## src/rtl/product_accumulator_pkg.sv

```systemverilog
// Shared types for the product accumulator and other consumers
// of the 16x16 multiplier's product stream.
package product_accumulator_pkg;

   localparam int PROD_W = 32;
   localparam int RES_CNT_W = 32;

   typedef enum logic {
      ST_IDLE  = 1'b0,
      ST_ACCUM = 1'b1
   } state_e;

   typedef struct packed {
      logic [PROD_W-1:0]    sum;
      logic [RES_CNT_W-1:0] count;
      logic                 overflow;
   } result_t;

endpackage

```

## src/rtl/product_accumulator_if.sv

```systemverilog
// Product-in and result-out valid/ready streams of the accumulator.
interface product_accumulator_if
   import product_accumulator_pkg::*;
#(
   parameter int COUNT_WIDTH = 8
);

   logic                   in_valid;
   logic                   in_ready;
   logic [PROD_W-1:0]      in_product;
   logic                   in_last;
   logic                   out_valid;
   logic                   out_ready;
   logic [PROD_W-1:0]      out_sum;
   logic [COUNT_WIDTH-1:0] out_count;
   logic                   out_overflow;

   modport master (
      output in_valid, in_product, in_last, out_ready,
      input  in_ready, out_valid, out_sum, out_count, out_overflow
   );

   modport slave (
      input  in_valid, in_product, in_last, out_ready,
      output in_ready, out_valid, out_sum, out_count, out_overflow
   );

endinterface

```

## src/rtl/product_accumulator_core.sv

```systemverilog
// Next-state datapath: wrapping adder with carry detect and a
// saturating beat counter; saturation also flags overflow.
module product_accumulator_core
   import product_accumulator_pkg::*;
#(
   parameter int COUNT_WIDTH = 8
) (
   input  logic [PROD_W-1:0]      sum_i,
   input  logic [COUNT_WIDTH-1:0] cnt_i,
   input  logic                   ovf_i,
   input  logic [PROD_W-1:0]      product_i,
   output logic [PROD_W-1:0]      sum_o,
   output logic [COUNT_WIDTH-1:0] cnt_o,
   output logic                   ovf_o
);

   logic [PROD_W:0] ext_sum;
   logic            cnt_max;

   assign ext_sum = {1'b0, sum_i} + {1'b0, product_i};
   assign cnt_max = &cnt_i;

   assign sum_o = ext_sum[PROD_W-1:0];
   assign cnt_o = cnt_max ? cnt_i : cnt_i + COUNT_WIDTH'(1);
   assign ovf_o = ovf_i | ext_sum[PROD_W] | cnt_max;

endmodule

```

## src/rtl/product_accumulator.sv

```systemverilog
// Group accumulator: sums product beats up to a last marker and
// holds the result in an output register separate from the sum.
module product_accumulator
   import product_accumulator_pkg::*;
#(
   parameter int COUNT_WIDTH = 8
) (
   input  logic                 clk,
   input  logic                 reset,
   input  logic                 clear,
   product_accumulator_if.slave bus,
   output logic                 busy
);

   state_e                 state_q;
   logic [PROD_W-1:0]      acc_sum_q, acc_sum_d;
   logic [COUNT_WIDTH-1:0] acc_cnt_q, acc_cnt_d;
   logic                   acc_ovf_q, acc_ovf_d;
   logic [PROD_W-1:0]      out_sum_q;
   logic [COUNT_WIDTH-1:0] out_cnt_q;
   logic                   out_ovf_q;
   logic                   out_valid_q;
   logic                   in_ready;
   logic                   accept;

   product_accumulator_core #(
      .COUNT_WIDTH (COUNT_WIDTH)
   ) u_core (
      .sum_i     (acc_sum_q),
      .cnt_i     (acc_cnt_q),
      .ovf_i     (acc_ovf_q),
      .product_i (bus.in_product),
      .sum_o     (acc_sum_d),
      .cnt_o     (acc_cnt_d),
      .ovf_o     (acc_ovf_d)
   );

   // A held result blocks every beat, last or not.
   assign in_ready = !(out_valid_q && !bus.out_ready);
   assign accept   = bus.in_valid && in_ready;

   always_ff @(posedge clk) begin
      if (reset) begin
         state_q     <= ST_IDLE;
         acc_sum_q   <= '0;
         acc_cnt_q   <= '0;
         acc_ovf_q   <= 1'b0;
         out_sum_q   <= '0;
         out_cnt_q   <= '0;
         out_ovf_q   <= 1'b0;
         out_valid_q <= 1'b0;
      end else begin
         if (bus.out_ready) out_valid_q <= 1'b0;
         if (clear) begin
            state_q   <= ST_IDLE;
            acc_sum_q <= '0;
            acc_cnt_q <= '0;
            acc_ovf_q <= 1'b0;
         end else if (accept) begin
            if (bus.in_last) begin
               out_sum_q   <= acc_sum_d;
               out_cnt_q   <= acc_cnt_d;
               out_ovf_q   <= acc_ovf_d;
               out_valid_q <= 1'b1;
               state_q     <= ST_IDLE;
               acc_sum_q   <= '0;
               acc_cnt_q   <= '0;
               acc_ovf_q   <= 1'b0;
            end else begin
               state_q   <= ST_ACCUM;
               acc_sum_q <= acc_sum_d;
               acc_cnt_q <= acc_cnt_d;
               acc_ovf_q <= acc_ovf_d;
            end
         end
      end
   end

   assign bus.in_ready     = in_ready;
   assign bus.out_valid    = out_valid_q;
   assign bus.out_sum      = out_sum_q;
   assign bus.out_count    = out_cnt_q;
   assign bus.out_overflow = out_ovf_q;
   assign busy             = (state_q == ST_ACCUM);

endmodule

```

## src/flat_wrapper.sv

```systemverilog
// flat-port wrapper written by rule: the top's interface ports become plain ports
module product_accumulator_flat import product_accumulator_pkg::*;
#(
   parameter int COUNT_WIDTH = 8
)
  (clk, reset, clear, busy, bus_in_valid, bus_in_product, bus_in_last, bus_out_ready, bus_in_ready, bus_out_valid, bus_out_sum, bus_out_count, bus_out_overflow);
  product_accumulator_if #(.COUNT_WIDTH(COUNT_WIDTH)) bus_i ();
  input  logic clk;
  input  logic reset;
  input  logic clear;
  output logic busy;
  input wire logic [$bits(bus_i.in_valid)-1:0] bus_in_valid;
  input wire logic [$bits(bus_i.in_product)-1:0] bus_in_product;
  input wire logic [$bits(bus_i.in_last)-1:0] bus_in_last;
  input wire logic [$bits(bus_i.out_ready)-1:0] bus_out_ready;
  output wire logic [$bits(bus_i.in_ready)-1:0] bus_in_ready;
  output wire logic [$bits(bus_i.out_valid)-1:0] bus_out_valid;
  output wire logic [$bits(bus_i.out_sum)-1:0] bus_out_sum;
  output wire logic [$bits(bus_i.out_count)-1:0] bus_out_count;
  output wire logic [$bits(bus_i.out_overflow)-1:0] bus_out_overflow;
  assign bus_i.in_valid = bus_in_valid;
  assign bus_i.in_product = bus_in_product;
  assign bus_i.in_last = bus_in_last;
  assign bus_i.out_ready = bus_out_ready;
  assign bus_in_ready = bus_i.in_ready;
  assign bus_out_valid = bus_i.out_valid;
  assign bus_out_sum = bus_i.out_sum;
  assign bus_out_count = bus_i.out_count;
  assign bus_out_overflow = bus_i.out_overflow;
  product_accumulator #(.COUNT_WIDTH(COUNT_WIDTH)) u_core (.clk(clk), .reset(reset), .clear(clear), .bus(bus_i), .busy(busy));
endmodule
```

## config.mk

```make
export PLATFORM = sky130hd
export DESIGN_NAME = product_accumulator_flat
export DESIGN_NICKNAME = d
export VERILOG_FILES = /design/src/rtl/product_accumulator_pkg.sv /design/src/rtl/product_accumulator_if.sv /design/src/rtl/product_accumulator_core.sv /design/src/rtl/product_accumulator.sv /design/src/flat_wrapper.sv
export SDC_FILE = /design/constraint.sdc
export NUM_CORES = 1
export LEC_CHECK = 0
export ABC_AREA = 0
export BUFFER_PORTS_ARGS = -buffer_cell sky130_fd_sc_hd__buf_2
export CORE_MARGIN = 2
export CORE_UTILIZATION = 54
export CTS_BUF_LIST = sky130_fd_sc_hd__clkbuf_16
export CTS_CLUSTER_SIZE = 25
export DETAILED_ROUTE_END_ITERATION = 7
export GPL_ROUTABILITY_DRIVEN = 0
export PLACE_DENSITY = 0.86
export SLEW_MARGIN = 20
export SYNTH_ARGS = -nofsm -noshare
export SYNTH_HDL_FRONTEND = slang
export SYNTH_SLANG_ARGS = --single-unit
```

## constraint.sdc

```tcl
create_clock -name clk -period 3.6 [get_ports clk]
set_input_delay 0.72 -clock clk [delete_from_list [all_inputs] [get_ports clk]]
set_output_delay 0.72 -clock clk [all_outputs]
set_load 0.005 [all_outputs]
```

==> results of run 1 <==
## stage by stage
stage	std cells	power (mW)	util	cell area (um^2)	hold WS (ns)
2_1_floorplan	605	1.20	-	4910	0.426
4_1_cts	780	2.15	0.644	5650	0.453
3_3_place_gp	764	1.28	0.613	5370	0.441
5_1_grt	780	2.23	0.644	5650	0.469
3_5_place_dp	764	1.30	0.613	5370	0.442
6_report	780	2.15	0.644	5650	0.452
## metal layers
layer  wire length (um)  track usage
met5                  0            0
met4                431        0.113
met3                770       0.0590
met2               6010        0.429
met1               5410        0.312
## sequential cells by signal, indices dropped and copies added (netlist names)
register,cells
u_core.acc_sum_q,32
u_core.bus.out_sum,32
u_core.bus.out_count,8
u_core.bus.out_valid,1
u_core.acc_cnt_q,8
u_core.acc_ovf_q,1
u_core.busy,1
u_core.bus.out_overflow,1
## Yosys cell counts, types with 3 or more instances
library cell	n
nand2b_1	6
a22oi_1	11
clkbuf_1	32
nor2_1	53
a31oi_1	4
o21bai_1	5
and3_1	8
and4_1	4
a22o_1	17
o311ai_0	3
nand4_1	9
or4_1	3
o21a_1	9
a21o_1	18
a211oi_1	8
nand3_1	17
nor4_1	4
mux2i_1	3
xor2_1	14
buf_2	6
a21oi_1	68
a211o_1	4
nand2_1	81
o22ai_1	3
dfxtp_1	84
o211ai_1	3
inv_1	9
xnor2_1	17
and2_1	3
nor3_1	16
ha_1	33
o21ai_0	16
## power by group through the flow
stage,combinational [mW],sequential (mW),clock (mW)
detailed placement,0.305,0.991,0
floorplan,0.210,0.991,0
finish,0.310,0.970,0.869
CTS,0.307,0.970,0.875
global route,0.341,0.973,0.919
global placement,0.295,0.990,0
## kinds of logic (layout without fill, tap and decap cells)
| group | after synthesis | in the layout | synth area share |
|---|---|---|---|
| AND/OR/NAND/NOR | 214 | 214 | 0.205 |
| flip-flops | 84 | 84 | 0.342 |
| multiplexers | 3 | 3 | 0.00611 |
| buffers and inverters | 48 | 115 | 0.0397 |
| AO/OA/AOI/OAI | 191 | 191 | 0.264 |
| XOR/XNOR | 31 | 31 | 0.0553 |
| adder cells (fa/ha/maj) | 34 | 34 | 0.0881 |
## worst paths after layout
kind,to,slack [ns],depth (start not counted)
max,u_core.bus.out_sum[28]$_SDFFE_PP0P_,0.54,12
min,u_core.bus.out_sum[29]$_SDFFE_PP0P_,0.45,2
max reg2reg,u_core.bus.out_sum[28]$_SDFFE_PP0P_,0.62,11
min reg2reg,u_core.bus.out_sum[29]$_SDFFE_PP0P_,0.45,2
## area by class of cell
cell class	instances	area (um^2)
Timing Repair Buffer	90	473
Clock buffer	9	225
Sequential cell	84	1680
Inverter	9	33.8
Tap cell	108	135
Clock inverter	7	51.3
Fill cell	743	3120
Multi-Input combinational cell	473	3050
## critical path: stages
cell      delay [ns]
buf_2           0.08
ha_1            0.15
inv_1           0.05
fa_1            0.43
nor2b_4         0.15
o211ai_2        0.10
a32o_1          0.30
o41a_1          0.42
o31ai_2         0.28
a311o_2         0.27
nor2_1          0.06
a311o_1         0.27
==> results.md, run 1 <==
- Initial DRC Count: 312
- Drt pass-1 iters: 7
- Hold Crit Class: flip-flop to flip-flop
- CTS Buf Count: 9
- Int Pwr: 1.54 mW
- Total of warnings raised by yosys: 0
- Setup tns final: 0 ns
- CTS Buffer Depth: 2
- Die width: 99.4 um
- GR Util All Layers: 0.255
- Fraction of registers with async set/reset: 0
- Skew final: 0.00959 ns
- Via density: 6.13
- Clock Pin Slew Worst Setup and Hold Paths: 0.07 ns
- Net Switching: 0.604 mW
- Rows: 34
- Final ANT Viol Nets: 0
- Crit end category: flip-flop
- HPWL reported at the end of detailed placement: 9140 um
- Total number of vias: 4,778
- Slew Viols, Final: 0
- Top_reg_cell synth: dfxtp_1
- RSZ-0062 raised after global routing: false
- Crit path from: bus_in_product[0]
- Final WL: 12,600 um
- Vias in the first global route: 4,539
- Die area: 9880 um^2
- Fmax: 327 MHz
- Yosys cell types: 60
- Area growth syn-to-layout: 14.9%
- Core area: 8760 um^2
- Share of cells above drive strength 1: 0.176
- Max-slew headroom: 0.552
- Sequential area share after synthesis: 0.342
- Worst Path Arrival: 3.29 ns
- Largest area contributor in the netlist: dfxtp_1
- Number of synthesized flops with an enable pin: 0
- Synth top area share: 0.342
- Root Driver: clkbuf_16
- Synthesized area: 4910 um^2
- Hold_buf cts: 0
- Final worst-path cycle share: 0.849
- Mapped Cells: 605
- R2R Path Start: u_core.acc_sum_q[0]$_SDFFE_PP0P_
- Final Hold Vio Count: 0
- Clock latency on the worst-skew pair: 0.35 ns
- Hold_sp: u_core.bus.out_sum[29]$_SDFFE_PP0P_
- Comb pwr share: 0.144
- Period minus WS final: 3.06 ns
- Worst Path Required: 3.84 ns
- Pre-CTS setup slack: 0.219 ns
- Commonest cells after routing, fill and taps aside: dfxtp_1 (84), nand2_1 (81), buf_2 (81), a21oi_1 (68), nor2_1 (53)
- Initial Utilization: 0.561
- Mapped Avg Cell Area: 8.12 um^2
- Critical Path Start Type: primary input
- Worst VDD drop: 0.256 mV
- Residual DRC count: 0
- Antenna violations before repair: 0
- Global-route wire length before repair: 20,600 um
- Area contributors post-synth: dfxtp_1 (34%), ha_1 (8.4%), a21oi_1 (6.9%)
- Io pins: 82
- Ant. Diodes: 0
- Remaining Overflow, GRT: 0
- Final nets: 739
- Routed WL per cell: 16.2 um
- Leak: 2.53 nW
- CP max FO: 4
- Die Span Y: 99.4 um
- Pwr per Cell Area: 381 nW/um^2
- Commonest non-fill, non-tap cell in the layout: dfxtp_1
- Post-CTS Setup Bufs: 0
- Final WS setup: 0.543 ns
- Sw frac: 0.281
- CTS tree: built
- WS Path Type: primary input to flip-flop
- Sequential fraction of design power: 0.451
- H-Tree Depth: 3
- Pin count of the biggest net entering global routing: 41
- CTS resizes: 0
- Syn nets: 677
- Seq cells post-synth: 84
- Clock sinks: 84
- Final count of negative-setup-slack endpoints: 0
- Slew @ Worst Pin: 0.671 ns
- Max_cap viols: 0
- Port Buffers: 81
- Clk pwr share: 0.404
- Outcome: completed
(Power assumes the default switching activity.)
==> run 2: changes to the inputs <==
- CORE_UTILIZATION: 54 -> 51
- PLACE_DENSITY: 0.86 -> 0.85
- clock period: 3.6 -> 2.6 ns (I/O delays scaled with it)
==> results.md, run 2 (synthesis gave the netlist of run 1 again) <==
- Antenna violations before repair: 0 (unchanged)
- Largest stage delay on the critical path: 0.41 ns (-0.02 ns)
- Crit end category: flip-flop
- Int Pwr: 2.31 mW (+49%)
- Ant. Diodes: 0 (unchanged)
- CTS tree: built
- Violated checks: negative setup slack
- Max-slew headroom: 0.367 (-0.185)
- Net Switching: 0.867 mW (+44%)
- Hold Worst Slack: 0.452 ns (-0.000235 ns)
- Final nets: 826 (+12%)
- Setup tns final: -0.303 ns (-0.303 ns)
- Worst Hold Depth: 2 (unchanged)
- Worst-path cell chain: ha_4, inv_2, fa_2, nor2b_4, o211ai_2, a32o_2, o41a_1, o31ai_4, a311o_2, nor2_1, a311o_1
- Clock latency on the worst-skew pair: 0.34 ns (about the same)
- Clock sinks: 84 (unchanged)
- Comb pwr share: 0.176 (+0.032)
- Worst R2R Path Depth: 11 (unchanged)
- Finished Cell Area: 6550 um^2 (+16%)
- Die area: 10,400 um^2 (+5.6%)
- Max_cap viols: 0 (unchanged)
- Total power: 3.17 mW (+48%)
- Vias in the first global route: 5,337 (+18%)
- Leak: 3.02 nW (+19%)
- Initial DRC Count: 323 (+3.5%)
- Worst r2r dst: u_core.bus.out_sum[28]$_SDFFE_PP0P_
- Total number of vias: 5,336 (+12%)
- CTS Buf Count: 9 (unchanged)
- Root Driver: clkbuf_16
- Placed cell areas: 6000 um^2 (+12%)
- Residual DRC count: 0 (unchanged)
- Worst Path Required: 2.83 ns (-1.01 ns)
- Final WL: 15,300 um (+21%)
- Final count of negative-setup-slack endpoints: 7 (+7)
- Hold_sp: u_core.bus.out_sum[4]$_SDFFE_PP0P_
- Final WS setup: -0.123 ns (-0.666 ns)
- Share of cells above drive strength 1: 0.303 (+0.127)
- Global-route wire length before repair: 23,900 um (+16%)
- Via density: 6.01 (-1.9%)
- Initial Utilization: 0.529 (-0.0314)
- RSZ-0062 raised after global routing: true
- Pre-CTS setup slack: -0.485 ns (-0.703 ns)
- Commonest non-fill, non-tap cell in the layout: buf_4
- Drt pass-1 iters: 5 (-2)
- Port Buffers: 81 (unchanged)
- Final ANT Viol Nets: 0 (unchanged)
- Placed Cells: 863 (+13%)
- Layout Utilization: 0.706 (+0.0616)
- Sw frac: 0.273 (-0.00770)
- Slew @ Worst Pin: 0.946 ns (+0.276 ns)
- Skew final: 0.00824 ns (-0.00135 ns)
- Area growth syn-to-layout: 33.4%
- Io pins: 82 (unchanged)
- R2r setup slk: -0.12 ns (-0.74 ns)
- Worst Path Arrival: 2.95 ns (-0.34 ns)
- Crit path from: u_core.acc_sum_q[0]$_SDFFE_PP0P_
- Hold Crit Class: flip-flop to flip-flop
- Pwr per Cell Area: 484 nW/um^2 (+27%)
- CTS Buffer Depth: 2 (unchanged)
- Outcome: complete, but fails checks
- Worst Hold End: u_core.bus.out_sum[4]$_SDFFE_PP0P_
- Commonest cells after routing, fill and taps aside: buf_4 (91), dfxtp_1 (83), buf_2 (81), nand2_1 (80), a21oi_1 (65)
- Critical Path Start Type: flip-flop
- Die Span Y: 102 um (+2.8%)
- Worst VDD drop: 0.350 mV (+37%)
- Routed WL per cell: 17.3 um (+6.7%)
- R2R Path Start: u_core.acc_sum_q[0]$_SDFFE_PP0P_
- Final cell count without fillers: 888 (+14%)
- Final worst-path cycle share: 1.05
- H-Tree Depth: 3 (unchanged)
- Core area: 9280 um^2 (+5.9%)
- HPWL reported at the end of detailed placement: 10,500 um (+15%)
- Final Hold Vio Count: 0 (unchanged)
- Delay-heaviest family, CP: compound AO/OA/AOI/OAI gates
- Fmax: 367 MHz
- Fill cell count: 714 (-3.9%)
- Slew Viols, Final: 0 (unchanged)
- Sequential fraction of design power: 0.424 (-0.027)
- GR Util All Layers: 0.288 (+0.0327)
- Remaining Overflow, GRT: 0 (unchanged)
- Period minus WS final: 2.72 ns
- Slowest stage cell, crit path: o41a_1
- Clock Pin Slew Worst Setup and Hold Paths: 0.06 ns (about the same)
- Hold_buf cts: 0 (unchanged)
- Critical path buffers and inverters: 1 (-1)
- CP max FO: 4 (unchanged)
- WS Path Type: flip-flop to flip-flop
- Pin count of the biggest net entering global routing: 42 (+2.4%)
- Rows: 35 (+2.9%)
- Die width: 102 um (+2.8%)
- Clk pwr share: 0.401 (-0.003)
## run 2: cell types whose count changed in the layout (fill, tap and decap cells not counted), moves of 2 or more
cell      before  now
a21oi_1       68   65
a21oi_2        1    3
buf_4          9   91
buf_6          0    4
clkinv_4       3    1
o21ai_0       16   11
o21ai_1        1    3
o21ai_2        0    2
o311ai_0       3    1
o31ai_4        0    2
xnor2_1       17   15
xnor2_2        0    2
xor2_1        14   11
xor2_2         0    3
## run 2: metal layers
metal,vias up,part of all wire,global-route usage
met1,2520,0.39,0.327
met4,0,0.044,0.164
li1,2493,-,-
met2,253,0.50,0.506
met3,70,0.062,0.0534
met5,-,0,0
## run 2: tightest hold or removal path, delay by kind of cell (launching register included)
family / cells / cell delay [ns]
AO/OA/AOI/OAI: 1 / 0.05
flip-flops: 1 / 0.31
AND/OR/NAND/NOR: 1 / 0.05
## run 2: power groups by stage
| stage | Combinational (mW) | Sequential (mW) | Clock (mW) |
|---|---|---|---|
| after floorplan | 0.291 | 1.37 | 0 |
| after global placement | 0.487 | 1.37 | 0 |
| after detailed placement | 0.508 | 1.37 | 0 |
| after CTS | 0.526 | 1.34 | 1.29 |
| after global routing | 0.601 | 1.35 | 1.34 |
| final | 0.558 | 1.34 | 1.27 |
## run 2: cell type report
cell class	instances	area [um^2]	area share
clock inverters	7	67.6	0.0103
multi-input cells	473	3230	0.493
well taps	129	161	0.0246
flip-flops and latches	84	1680	0.257
clock buffers	9	225	0.0344
inverters	9	33.8	0.00516
repair buffers	177	1150	0.176
## run 2: how the worst max path moves through the flow
stage,to,cells after the start,slack (ns)
finish,u_core.bus.out_sum[28]$_SDFFE_PP0P_,11,-0.12
global route,u_core.bus.out_sum[28]$_SDFFE_PP0P_,11,-0.18
CTS,u_core.bus.out_sum[28]$_SDFFE_PP0P_,11,-0.22
detailed placement,u_core.bus.out_sum[28]$_SDFFE_PP0P_,12,-0.48
global placement,u_core.bus.out_sum[28]$_SDFFE_PP0P_,12,-0.41
floorplan,u_core.bus.out_sum[28]$_SDFFE_PP0P_,11,-0.16
## run 2: timing repair
item / 4_1_cts / 5_1_grt
pin swaps: 13 / 16
setup buffers: 8 / 4
endpoints found under the setup margin: 11 / 28
resized for setup: 18 / 23
==> run 3: changes to the inputs <==
==> constraint.sdc (replaced) <==
create_clock -name clk -period 2.6 [get_ports clk]
set_input_delay 0 -clock clk [delete_from_list [all_inputs] [get_ports clk]]
set_output_delay 0 -clock clk [all_outputs]
set_load 0.005 [all_outputs]
==> results.md, run 3 (synthesis gave the netlist of run 1 again) <==
- Initial DRC Count: 289 (-11%)
- RSZ-0062 raised after global routing: true
- Routed WL per cell: 16.4 um (-5.1%)
- Final nets: 766 (-7.3%)
- Die width: 102 um (unchanged)
- Via density: 6.07 (+0.94%)
- Share of cells above drive strength 1: 0.242 (-0.0613)
- Clock Pin Slew Worst Setup and Hold Paths: 0.07 ns (about the same)
- Outcome: complete, but fails checks
- Slew Viols, Final: 0 (unchanged)
- Delay-heaviest family, CP: compound AO/OA/AOI/OAI gates
- Final ANT Viol Nets: 0 (unchanged)
- Crit end category: flip-flop
- Port Buffers: 81 (unchanged)
- Commonest non-fill, non-tap cell in the layout: dfxtp_1
- Hold Worst Slack: 0.0788 ns (-0.373 ns)
- Largest stage delay on the critical path: 0.36 ns (-0.05 ns)
- Io pins: 82 (unchanged)
- WS Path Type: flip-flop to flip-flop
- Global-route wire length before repair: 21,500 um (-9.9%)
- Layout Utilization: 0.651 (-0.0553)
- Worst Path Arrival: 2.98 ns (+0.03 ns)
- HPWL reported at the end of detailed placement: 9530 um (-9.4%)
- Final Hold Vio Count: 0 (unchanged)
- Max_cap viols: 0 (unchanged)
- CTS Buf Count: 9 (unchanged)
- Die Span Y: 102 um (unchanged)
- H-Tree Depth: 3 (unchanged)
- Die area: 10,400 um^2 (unchanged)
- Final count of negative-setup-slack endpoints: 7 (unchanged)
- GR Util All Layers: 0.258 (-0.0302)
- Antenna violations before repair: 0 (unchanged)
- Final WL: 13,600 um (-11%)
- Pwr per Cell Area: 507 nW/um^2 (+4.7%)
- Violated checks: negative setup slack
- Fill cell count: 799 (+12%)
- Clock sinks: 84 (unchanged)
- Placed Cells: 806 (-6.6%)
- CTS Buffer Depth: 2 (unchanged)
- Final worst-path cycle share: 1.05 (+0.00376)
- Core area: 9280 um^2 (unchanged)
- Total number of vias: 5,022 (-5.9%)
- Slew @ Worst Pin: 0.551 ns (-0.395 ns)
- Leak: 2.70 nW (-11%)
- Slowest stage cell, crit path: fa_2
- CTS tree: built
- Hold Crit Class: primary input to flip-flop
- Residual DRC count: 0 (unchanged)
- Ant. Diodes: 0 (unchanged)
- Pin count of the biggest net entering global routing: 29 (-31%)
- Fmax: 366 MHz (-0.36%)
- CP max FO: 4 (unchanged)
- Worst VDD drop: 0.303 mV (-13%)
- Commonest cells after routing, fill and taps aside: dfxtp_1 (83), nand2_1 (81), buf_2 (81), a21oi_1 (65), nor2_1 (52)
- Period minus WS final: 2.73 ns (+0.00979 ns)
- Skew final: 0.00852 ns (+0.000279 ns)
- Max-slew headroom: 0.629 (+0.262)
- Rows: 35 (unchanged)
- Clock latency on the worst-skew pair: 0.35 ns (about the same)
- Worst Path Required: 2.84 ns (about the same)
- Critical Path Start Type: flip-flop
- Initial Utilization: 0.529 (unchanged)
- Worst-path cell chain: ha_4, inv_2, fa_2, nor2b_4, o211ai_2, a32o_2, o41a_1, o31ai_2, a311o_2, nor2_1, a311o_1
- Root Driver: clkbuf_16
- Final cell count without fillers: 828 (-6.8%)
- Area growth syn-to-layout: 22.9%
- Remaining Overflow, GRT: 0 (unchanged)
- Final WS setup: -0.133 ns (-0.00979 ns)
- Vias in the first global route: 4,693 (-12%)
- Critical path buffers and inverters: 1 (unchanged)
- Drt pass-1 iters: 5 (unchanged)
run 3: worst paths after layout:
check | endpoint | slack [ns] | cells after the start | startpoint
worst min register to register | u_core.bus.out_sum[20]$_SDFFE_PP0P_ | 0.45 | 2 | u_core.bus.out_sum[20]$_SDFFE_PP0P_
worst min-delay path | u_core.bus.out_sum[0]$_SDFFE_PP0P_ | 0.08 | 4 | bus_in_product[0]
worst max register to register | u_core.bus.out_sum[28]$_SDFFE_PP0P_ | -0.13 | 11 | u_core.acc_sum_q[0]$_SDFFE_PP0P_
worst max-delay path | u_core.bus.out_sum[28]$_SDFFE_PP0P_ | -0.13 | 11 | u_core.acc_sum_q[0]$_SDFFE_PP0P_
run 3: tightest hold or removal path: stages:
cell	delay, ns
buf_2	0.10
ha_4	0.13
nand2_1	0.04
a21oi_1	0.12
run 3: what timing repair did:
item	in CTS	in global routing
buffers inserted	3	2
endpoints found under the hold margin	1	0
resized for setup	8	26
pin swaps	2	18
hold buffers	1	0
endpoints found under the setup margin	7	28
run 3: area by class of cell:
class / instances / area [um^2] / share of cell area
multi-input combinational: 473 / 3190 / 0.529
sequential: 84 / 1680 / 0.279
timing repair buffer: 117 / 686 / 0.114
clock buffer: 9 / 225 / 0.0373
tap: 129 / 161 / 0.0267
clock inverter: 7 / 56.3 / 0.00932
inverter: 9 / 33.8 / 0.00559
run 3: metrics by stage:
| step | instance area, um^2 | power (mW) | setup TNS [ns] | worst slack (ns) |
|---|---|---|---|---|
| 2_1_floorplan | 4910 | 1.66 | 0 | 0.00749 |
| 3_3_place_gp | 5560 | 1.80 | -0.258 | -0.138 |
| 3_5_place_dp | 5560 | 1.82 | -0.848 | -0.239 |
| 4_1_cts | 5900 | 3.05 | -0.162 | -0.100 |
| 5_1_grt | 6040 | 3.17 | -1.71 | -0.252 |
| 6_report | 6040 | 3.06 | -0.321 | -0.133 |
run 3: routing by layer:
| metal | vias up | GRT usage | part of all wire |
|---|---|---|---|
| met3 | 52 | 0.0445 | 0.062 |
| met4 | 0 | 0.127 | 0.036 |
| li1 | 2383 | - | - |
| met2 | 214 | 0.449 | 0.49 |
| met1 | 2373 | 0.306 | 0.41 |
| met5 | - | 0 | 0 |
run 3: power by group:
part | switching [mW] | leakage (nW) | internal, mW
logic | 0.286 | 1.89 | 0.194
clock network | 0.581 | 0.130 | 0.659
registers | 0.0195 | 0.682 | 1.32
